[src/rtl/fetch_stage_pkg.sv]
// Shared fetch-stage types: instruction-bus request/response, decode payload and FSM states.
// FETCH_MISALIGN_CHECK_EN adds a misalign flag to the decode payload.
package fetch_stage_pkg;

  localparam logic [63:0] DEFAULT_RESET_PC = 64'h8000_0000;

  typedef struct packed {
    logic        valid;
    logic [63:0] addr;
  } ibus_req_t;

  typedef struct packed {
    logic        data_ok;
    logic [31:0] data;
  } ibus_resp_t;

  typedef struct packed {
    logic        valid;
    logic [63:0] pc;
    logic [31:0] raw_instr;
`ifdef FETCH_MISALIGN_CHECK_EN
    logic        misalign;
`endif
  } fetch_data_t;

  typedef enum logic [1:0] {
    FETCH = 2'd0,
    HOLD  = 2'd1,
    DROP  = 2'd2
  } fetch_state_t;

  function automatic fetch_data_t make_fetch(logic [63:0] pc, logic [31:0] instr);
    fetch_data_t d;
    d.valid     = 1'b1;
    d.pc        = pc;
    d.raw_instr = instr;
`ifdef FETCH_MISALIGN_CHECK_EN
    d.misalign  = 1'b0;
`endif
    return d;
  endfunction

endpackage

[src/rtl/fetch_stage_pc_select.sv]
// Next fetch-PC mux: a redirect target beats the sequential advance, otherwise the PC holds.
module pc_select (
  input  logic        redirect_valid,
  input  logic [63:0] redirect_pc,
  input  logic [63:0] pc,
  input  logic        advance,
  output logic [63:0] next_pc
);

  always_comb begin
    next_pc = pc;
    if (redirect_valid) begin
      next_pc = redirect_pc;
    end else if (advance) begin
      next_pc = pc + 64'd4;
    end
  end

endmodule

[src/rtl/fetch_stage.sv]
// RV64 instruction fetch stage: one outstanding bus request, one-entry skid buffer, redirect flush.
// Optional feature macro: FETCH_MISALIGN_CHECK_EN (misaligned PC trapped locally instead of fetched).
module fetch_stage
  import fetch_stage_pkg::*;
#(
  parameter logic [63:0] RESET_PC = DEFAULT_RESET_PC
) (
  input  logic        clk,
  input  logic        resetn,
  output ibus_req_t   ireq,
  input  ibus_resp_t  iresp,
  input  logic        stallF,
  input  logic        redirect_valid,
  input  logic [63:0] redirect_pc,
  output fetch_data_t dataF
);

  fetch_state_t state_p0;
  fetch_state_t state_next;
  logic [63:0]  pc_p0;
  logic [63:0]  pc_next;
  logic [63:0]  drop_addr_p0;
  logic [63:0]  drop_addr_next;
  fetch_data_t  data_p1;
  fetch_data_t  data_next;
  fetch_data_t  skid_p1;
  fetch_data_t  skid_next;
  logic         advance;
  logic         out_free;
  logic         misaligned;

  pc_select u_pc_select (
    .redirect_valid (redirect_valid),
    .redirect_pc    (redirect_pc),
    .pc             (pc_p0),
    .advance        (advance),
    .next_pc        (pc_next)
  );

  assign out_free = !data_p1.valid || !stallF;

`ifdef FETCH_MISALIGN_CHECK_EN
  assign misaligned = (state_p0 == FETCH) && (pc_p0[1:0] != 2'b00);
`else
  assign misaligned = 1'b0;
`endif

  always_comb begin
    state_next     = state_p0;
    data_next      = data_p1;
    skid_next      = skid_p1;
    drop_addr_next = drop_addr_p0;
    advance        = 1'b0;
    ireq.valid     = 1'b0;
    ireq.addr      = pc_p0;

    case (state_p0)
      FETCH: begin
        if (misaligned) begin
`ifdef FETCH_MISALIGN_CHECK_EN
          if (out_free) begin
            data_next          = make_fetch(pc_p0, 32'd0);
            data_next.misalign = 1'b1;
          end
`endif
        end else begin
          ireq.valid = 1'b1;
          if (iresp.data_ok) begin
            advance = 1'b1;
            if (out_free) begin
              data_next = make_fetch(pc_p0, iresp.data);
            end else begin
              skid_next  = make_fetch(pc_p0, iresp.data);
              state_next = HOLD;
            end
          end else if (!stallF) begin
            data_next.valid = 1'b0;
          end
        end
      end
      HOLD: begin
        if (!stallF) begin
          data_next       = skid_p1;
          skid_next.valid = 1'b0;
          state_next      = FETCH;
        end
      end
      DROP: begin
        // The stale request must still complete on the bus at its original address.
        ireq.valid = 1'b1;
        ireq.addr  = drop_addr_p0;
        if (iresp.data_ok) begin
          state_next = FETCH;
        end
      end
      default: state_next = FETCH;
    endcase

    if (redirect_valid) begin
      data_next.valid = 1'b0;
      skid_next.valid = 1'b0;
      case (state_p0)
        FETCH: begin
          if (!misaligned && !iresp.data_ok) begin
            state_next     = DROP;
            drop_addr_next = pc_p0;
          end else begin
            state_next = FETCH;
          end
        end
        DROP:    state_next = iresp.data_ok ? FETCH : DROP;
        default: state_next = FETCH;
      endcase
    end
  end

  // Stage boundary: architectural PC, FSM state, decode out-register and skid entry.
  always_ff @(posedge clk or negedge resetn) begin
    if (!resetn) begin
      state_p0 <= FETCH;
      pc_p0    <= RESET_PC;
      data_p1  <= '0;
      skid_p1  <= '0;
    end else begin
      state_p0 <= state_next;
      pc_p0    <= pc_next;
      data_p1  <= data_next;
      skid_p1  <= skid_next;
    end
  end

  always_ff @(posedge clk) begin
    drop_addr_p0 <= drop_addr_next;
  end

  assign dataF = data_p1;

endmodule

[config.mk]
export PLATFORM = sky130hd
export DESIGN_NAME = fetch_stage
export DESIGN_NICKNAME = d
export VERILOG_FILES = /design/src/rtl/fetch_stage_pkg.sv /design/src/rtl/fetch_stage_pc_select.sv /design/src/rtl/fetch_stage.sv
export SDC_FILE = /design/constraint.sdc
export NUM_CORES = 1
export LEC_CHECK = 0
export CAP_MARGIN = 10
export CORE_ASPECT_RATIO = 0.75
export CORE_UTILIZATION = 45
export DETAILED_ROUTE_END_ITERATION = 12
export PLACE_DENSITY = 0.7
export SLEW_MARGIN = 10
export SYNTH_ARGS = -nofsm -noshare
export SYNTH_HDL_FRONTEND = slang
export SYNTH_SLANG_ARGS = --single-unit
[constraint.sdc]
create_clock -name clk -period 8.5 [get_ports clk]
set_clock_uncertainty 0.05 [all_clocks]
set_input_delay 0.85 -clock clk [delete_from_list [all_inputs] [get_ports clk]]
set_output_delay 0.85 -clock clk [all_outputs]
set_load 0.01 [all_outputs]
### Word-level counts from Yosys, hierarchy flattened

Index checks and enable logic that the tools add are counted.

| storage, ports and cells | value |
|---|---|
| register bits after elaboration | 324 |
| output and inout bits | 162 |
| logic and storage cells | 62 |

| operators by class | value |
|---|---|
| add/sub/neg operators | 1 |
| equality and inequality tests | 11 |
| multiplexer cells | 25 |
| bitwise logic cells | 2 |
| reductions and logical operators | 14 |

Operators with widths:

| operator | count |
|---|---|
| 97-bit two-way mux | 4 |
| 97-bit one-hot mux with 2 select lines | 1 |
| 64-bit two-way mux | 3 |
| 96-bit two-way mux | 1 |
| 64-bit by 3-bit adder with 64-bit output, second input constant | 1 |
| 4-bit AND reduction | 4 |
| 2-bit two-way mux | 7 |
| 3-bit inequality test, second input constant | 4 |
| 4-bit inequality test, second input constant | 2 |
| 1-bit two-way mux | 7 |
| 2-bit inequality test, second input constant | 3 |
| 2-bit one-hot mux with 3 select lines | 1 |
| 3-bit AND reduction | 2 |
| 2-bit nonzero test | 2 |
| 3-bit nonzero test | 1 |
| 2-bit by 1-bit equality test with 1-bit output, second input constant | 1 |
| 2-bit equality test, second input constant | 1 |
| 1-bit logical NOT | 2 |
| 2-bit logical NOT | 1 |
| 1-bit NOT | 2 |
| 1-bit one-hot mux with 2 select lines | 1 |
| 2-bit OR reduction | 1 |
| 1-bit logical OR | 1 |

### Longest topological paths before layout

| depth | value |
|---|---|
| depth after elaboration | 6 |
| gate-level depth with buffers | 8 |

### Modules after synthesis

From an unflattened synthesis, not the netlist that was laid out.

| second synthesis, totals | value |
|---|---|
| cell total of the unflattened synthesis | 1114 |
| area, all modules | 15058.2 µm² |

By module, submodules not included:

| module | times used | cells an instance | area each (µm²) |
|---|---|---|---|
| fetch_stage | 1 | 733 | 12833.6 |
| pc_select | 1 | 381 | 2224.6 |

### Worst setup path after synthesis

OpenSTA, ideal clock, no wires.

| timing path | value |
|---|---|
| path type | input port to flip-flop |
| start point | input redirect_valid |
| end point | register drop_addr_p0[0] (enable) |
| setup time | 644 ps |
| arrival time | 7504 ps |
| required time | 7806 ps |
| setup slack | 302 ps |
| stages | 4 |
| buffers on the path | 2 |
| cell sequence | clkbuf_1 > inv_1 > buf_6 > nor4_1 |

| between the ends | value |
|---|---|
| word-level cells in the longest chain between the ends | 1 |

Ends and longest elaborated chain:

| element | RTL line | text |
|---|---|---|
| start, declared | fetch_stage.sv:13 | `input logic redirect_valid,` |
| 3-bit AND reduction (no line) | -- |  |
| end signal, assigned | fetch_stage.sv:133 | `drop_addr_p0 <= drop_addr_next;` |
| end, declared | fetch_stage.sv:22 | `logic [63:0] drop_addr_p0;` |

Every way passes these cells.
A chain may end at the register's enable or synchronous reset.

==> impl_metrics.csv <==
group,metric,value,unit
synth,synth-seq-cells,324,
clocking,cts_tree,"built",
critical_path,cp-start-kind,"flop",
synth,synth_seq_area_share,56.5,%
detailed_routing,vias,10900,
sta,relSlewSlack,21.7,%
sta,hold_violations,0,
floorplan,top_level_ports,263,
placed_design,hpwl,26600,µm
hold_path,hold_class,"primary input to asynchronous set/reset pin",
detailed_routing,firstDrtPassIters,5,
sta,fin_crit_sh,53.6,%
critical_path,critPathRequiredTime,7.60,ns
layout,nFillCells,2763,
floorplan,start_util,45.9,%
layout,syn2layout_area_growth,27.2,%
detailed_routing,routed_wl,39700,µm
sta,fin_tns_setup,0,ns
placed_design,place.gp.congestion,0.804,
layout,finalInstanceArea,0.0190,mm²
clocking,clkSinkCount,324,
grt,grt.overflow.total,0,
detailed_routing,drtAntennaViolNets,0,
synth,ys_types,52,
layout,instances_no_fill,1987,
grt,grt_pass1_vias,10700,
clocking,ctsHtreeMaxLevel,2,
sta,rsz0062_at_grt,"false",
layout,nets,1615,
placed_design,place_area,0.0178,mm²
clocking,numCtsBuffers,35,
status,outcome,"finished clean",
grt,grt_usage,23.6,%
pwr,cellPowerDensity,233,mW/mm²
floorplan,die_w,212,µm
placed_design,dp.cells,1918,
detailed_routing,routed_via_density,5.50,
clocking,cts.repair.resized,0,
synth,avgSynthCellArea,11.4,µm²
critical_path,arrival,3.65,ns
placed_design,numPortBuffers,262,
clocking,root_buffer,"clkbuf_16",
sta,fin_crit,4.55,ns
sta,max_freq,0.220,GHz
pwr,p_leak,7.36,nW
detailed_routing,routedWlPerCell,20.0,µm
synth,async_reset_ff_share,80.2,%
synth,synth_ff_type,"dfrtp_1",
critical_path,worstSetupPathType,"flop to output pin",
synth,syn_nets,1406,
pwr,peakVddDrop,0.000153,V
synth,synth_edf_count,64,
synth,syn_area,0.0149,mm²
floorplan,die_area,0.0339,mm²
floorplan,fp.dieH,160,µm
clocking,clock_latency,0.52,ns
sta,tightest_slew,1.17,ns
detailed_routing,drt_iter0_drc,949,
detailed_routing,drc,0,
clocking,cts_setup_buffers,0,
floorplan,core-area,0.0325,mm²
synth,synth_warnings,0,
floorplan,row_count,57,
clocking,postCtsHoldBufs,0,
grt,grt_max_degree,174,
grt,antenna_found_initial,7,
layout,drive_above_1_share,15.7,%
clocking,cts_buffer_depth,3,
grt,grt_pass1_wl,62000,µm
sta,slew_violations,0,
critical_path,cp_max_fo,37,
synth,synth_cells,1304,
run,drv_cap,0,
clocking,path_clk_slew,0.06,ns
sta,report.final.setup_viol,0,
critical_path,setup.worst_path.end_class,"output pin",
final timing paths:
| check | from | endpoint | slack, ns | cells after the start |
|---|---|---|---|---|
| worst max-delay path | state_p0[1] | ireq[0] | 3.95 | 4 |
| worst min-delay path | resetn | dataF[26] | 0.28 | 1 |
| worst max register to register | pc_p0[2] | pc_p0[58] | 5.64 | 6 |
| worst min register to register | dataF[15] | dataF[15] | 0.42 | 2 |
| max in group asynchronous | resetn | skid_p1[0] | 6.71 | 2 |
| min in group clk | dataF[15] | dataF[15] | 0.42 | 2 |
routing by layer:
layer | global-route usage, % | wire, µm | vias to the layer above
li1 | - | - | 5123
met1 | 34.7 | 19000 | 5420
met2 | 33.6 | 16600 | 323
met3 | 7.20 | 3120 | 66
met4 | 6.97 | 924 | 2
met5 | 0 | 17 | -
layout by cell type, fill, tap and decap left out, drive strengths merged, types with 4 or more instances in the layout:
| cell type | n |
|---|---|
| a21oi | 10 |
| a221o | 5 |
| a22oi | 7 |
| a31oi | 9 |
| and2 | 4 |
| and4 | 12 |
| buf | 16 |
| clkbuf | 51 |
| clkdlybuf4s50 | 260 |
| clkinv | 9 |
| dfrtp | 259 |
| diode | 6 |
| edfxtp | 64 |
| inv | 8 |
| mux2 | 155 |
| mux2i | 98 |
| nand2 | 182 |
| nand3 | 36 |
| nand4 | 35 |
| nor2 | 32 |
| nor2b | 11 |
| nor3 | 20 |
| nor4 | 24 |
| o21ai | 148 |
| o31ai | 5 |
| or3 | 5 |
| or4 | 14 |
| xnor2 | 18 |
| xor2 | 19 |
worst max-delay path: stages (launching register included):
cell	delay (ns)
dfrtp_1	0.65
nor2b_4	1.04
buf_4	0.56
mux2_2	0.40
clkdlybuf4s50_1	0.48
synth_stat cells, types with 2 or more instances:
library cell	number	area, µm²
xnor2_1	18	158
nand4b_1	2	17.5
nand3_1	35	175
xor2_1	19	166
nor2b_1	11	68.8
or4_2	2	17.5
or4_1	11	82.6
o21ai_0	148	741
mux2i_1	98	981
o211ai_1	2	15.0
edfxtp_1	64	1920
inv_1	7	26.3
buf_1	17	63.8
or3_1	4	25.0
nand4_1	33	206
a22oi_1	7	52.6
buf_2	10	50.1
nand3b_1	2	15.0
o31ai_1	5	37.5
nor3_1	20	100
nand2_1	182	683
and3_2	2	15.0
clkbuf_1	71	267
dfrtp_1	259	6480
and4_1	12	105
nor2_1	32	120
mux2_2	155	1750
a31oi_1	9	56.3
a221o_1	5	50.1
a21oi_1	10	50.1
clkbuf_2	4	20.0
or3b_2	2	17.5
or2_2	2	12.5
nor4_1	24	150
and2_1	3	18.8
cells by family after synthesis:
| family | Yosys count | synth area share, % |
|---|---|---|
| AO/OA/AOI/OAI | 189 | 6.89 |
| XOR/XNOR | 37 | 2.17 |
| adder cells (fa/ha/maj) | 1 | 0.0839 |
| buffers and inverters | 111 | 3.00 |
| flip-flops | 324 | 56.5 |
| multiplexers | 253 | 18.3 |
| AND/OR/NAND/NOR | 389 | 13.1 |
report_power, final:
group | leakage [nW] | switching, W | total [W] | internal [W]
clock network | 0.558 | 0.000620 | 0.00151 | 0.000895
registers | 3.77 | 0.000209 | 0.00208 | 0.00187
logic | 3.03 | 0.000350 | 0.000820 | 0.000470
total | 7.36 | 0.00118 | 0.00441 | 0.00323
area by class of cell:
cell class	instances	area, µm²	share of cell area [%]
sequential	324	8430	44.4
multi-input combinational	869	6070	32.0
timing repair buffer	276	2750	14.5
clock buffer	51	1020	5.37
tap	442	553	2.91
clock inverter	12	114	0.600
inverter	7	26.3	0.138
antenna	6	15.0	0.0791
per-stage QoR:
step	worst slack [ns]	hold WS, ns	total power (W)	utilization [%]
global placement	4.59	0.409	0.00289	54.8
CTS	3.93	0.286	0.00446	58.3
detailed placement	4.50	0.419	0.00293	54.8
floorplan	0.302	0.370	0.00247	-
finish	3.95	0.278	0.00441	58.4
global route	3.73	0.309	0.00462	58.3
flip-flops by register name, indices dropped and copies added, names as in the netlist:
register,flops
drop_addr_p0,64
skid_p1,97
dataF,97
pc_p0,64
state_p0,2
Note: power is estimated with default switching activity, not from simulation.
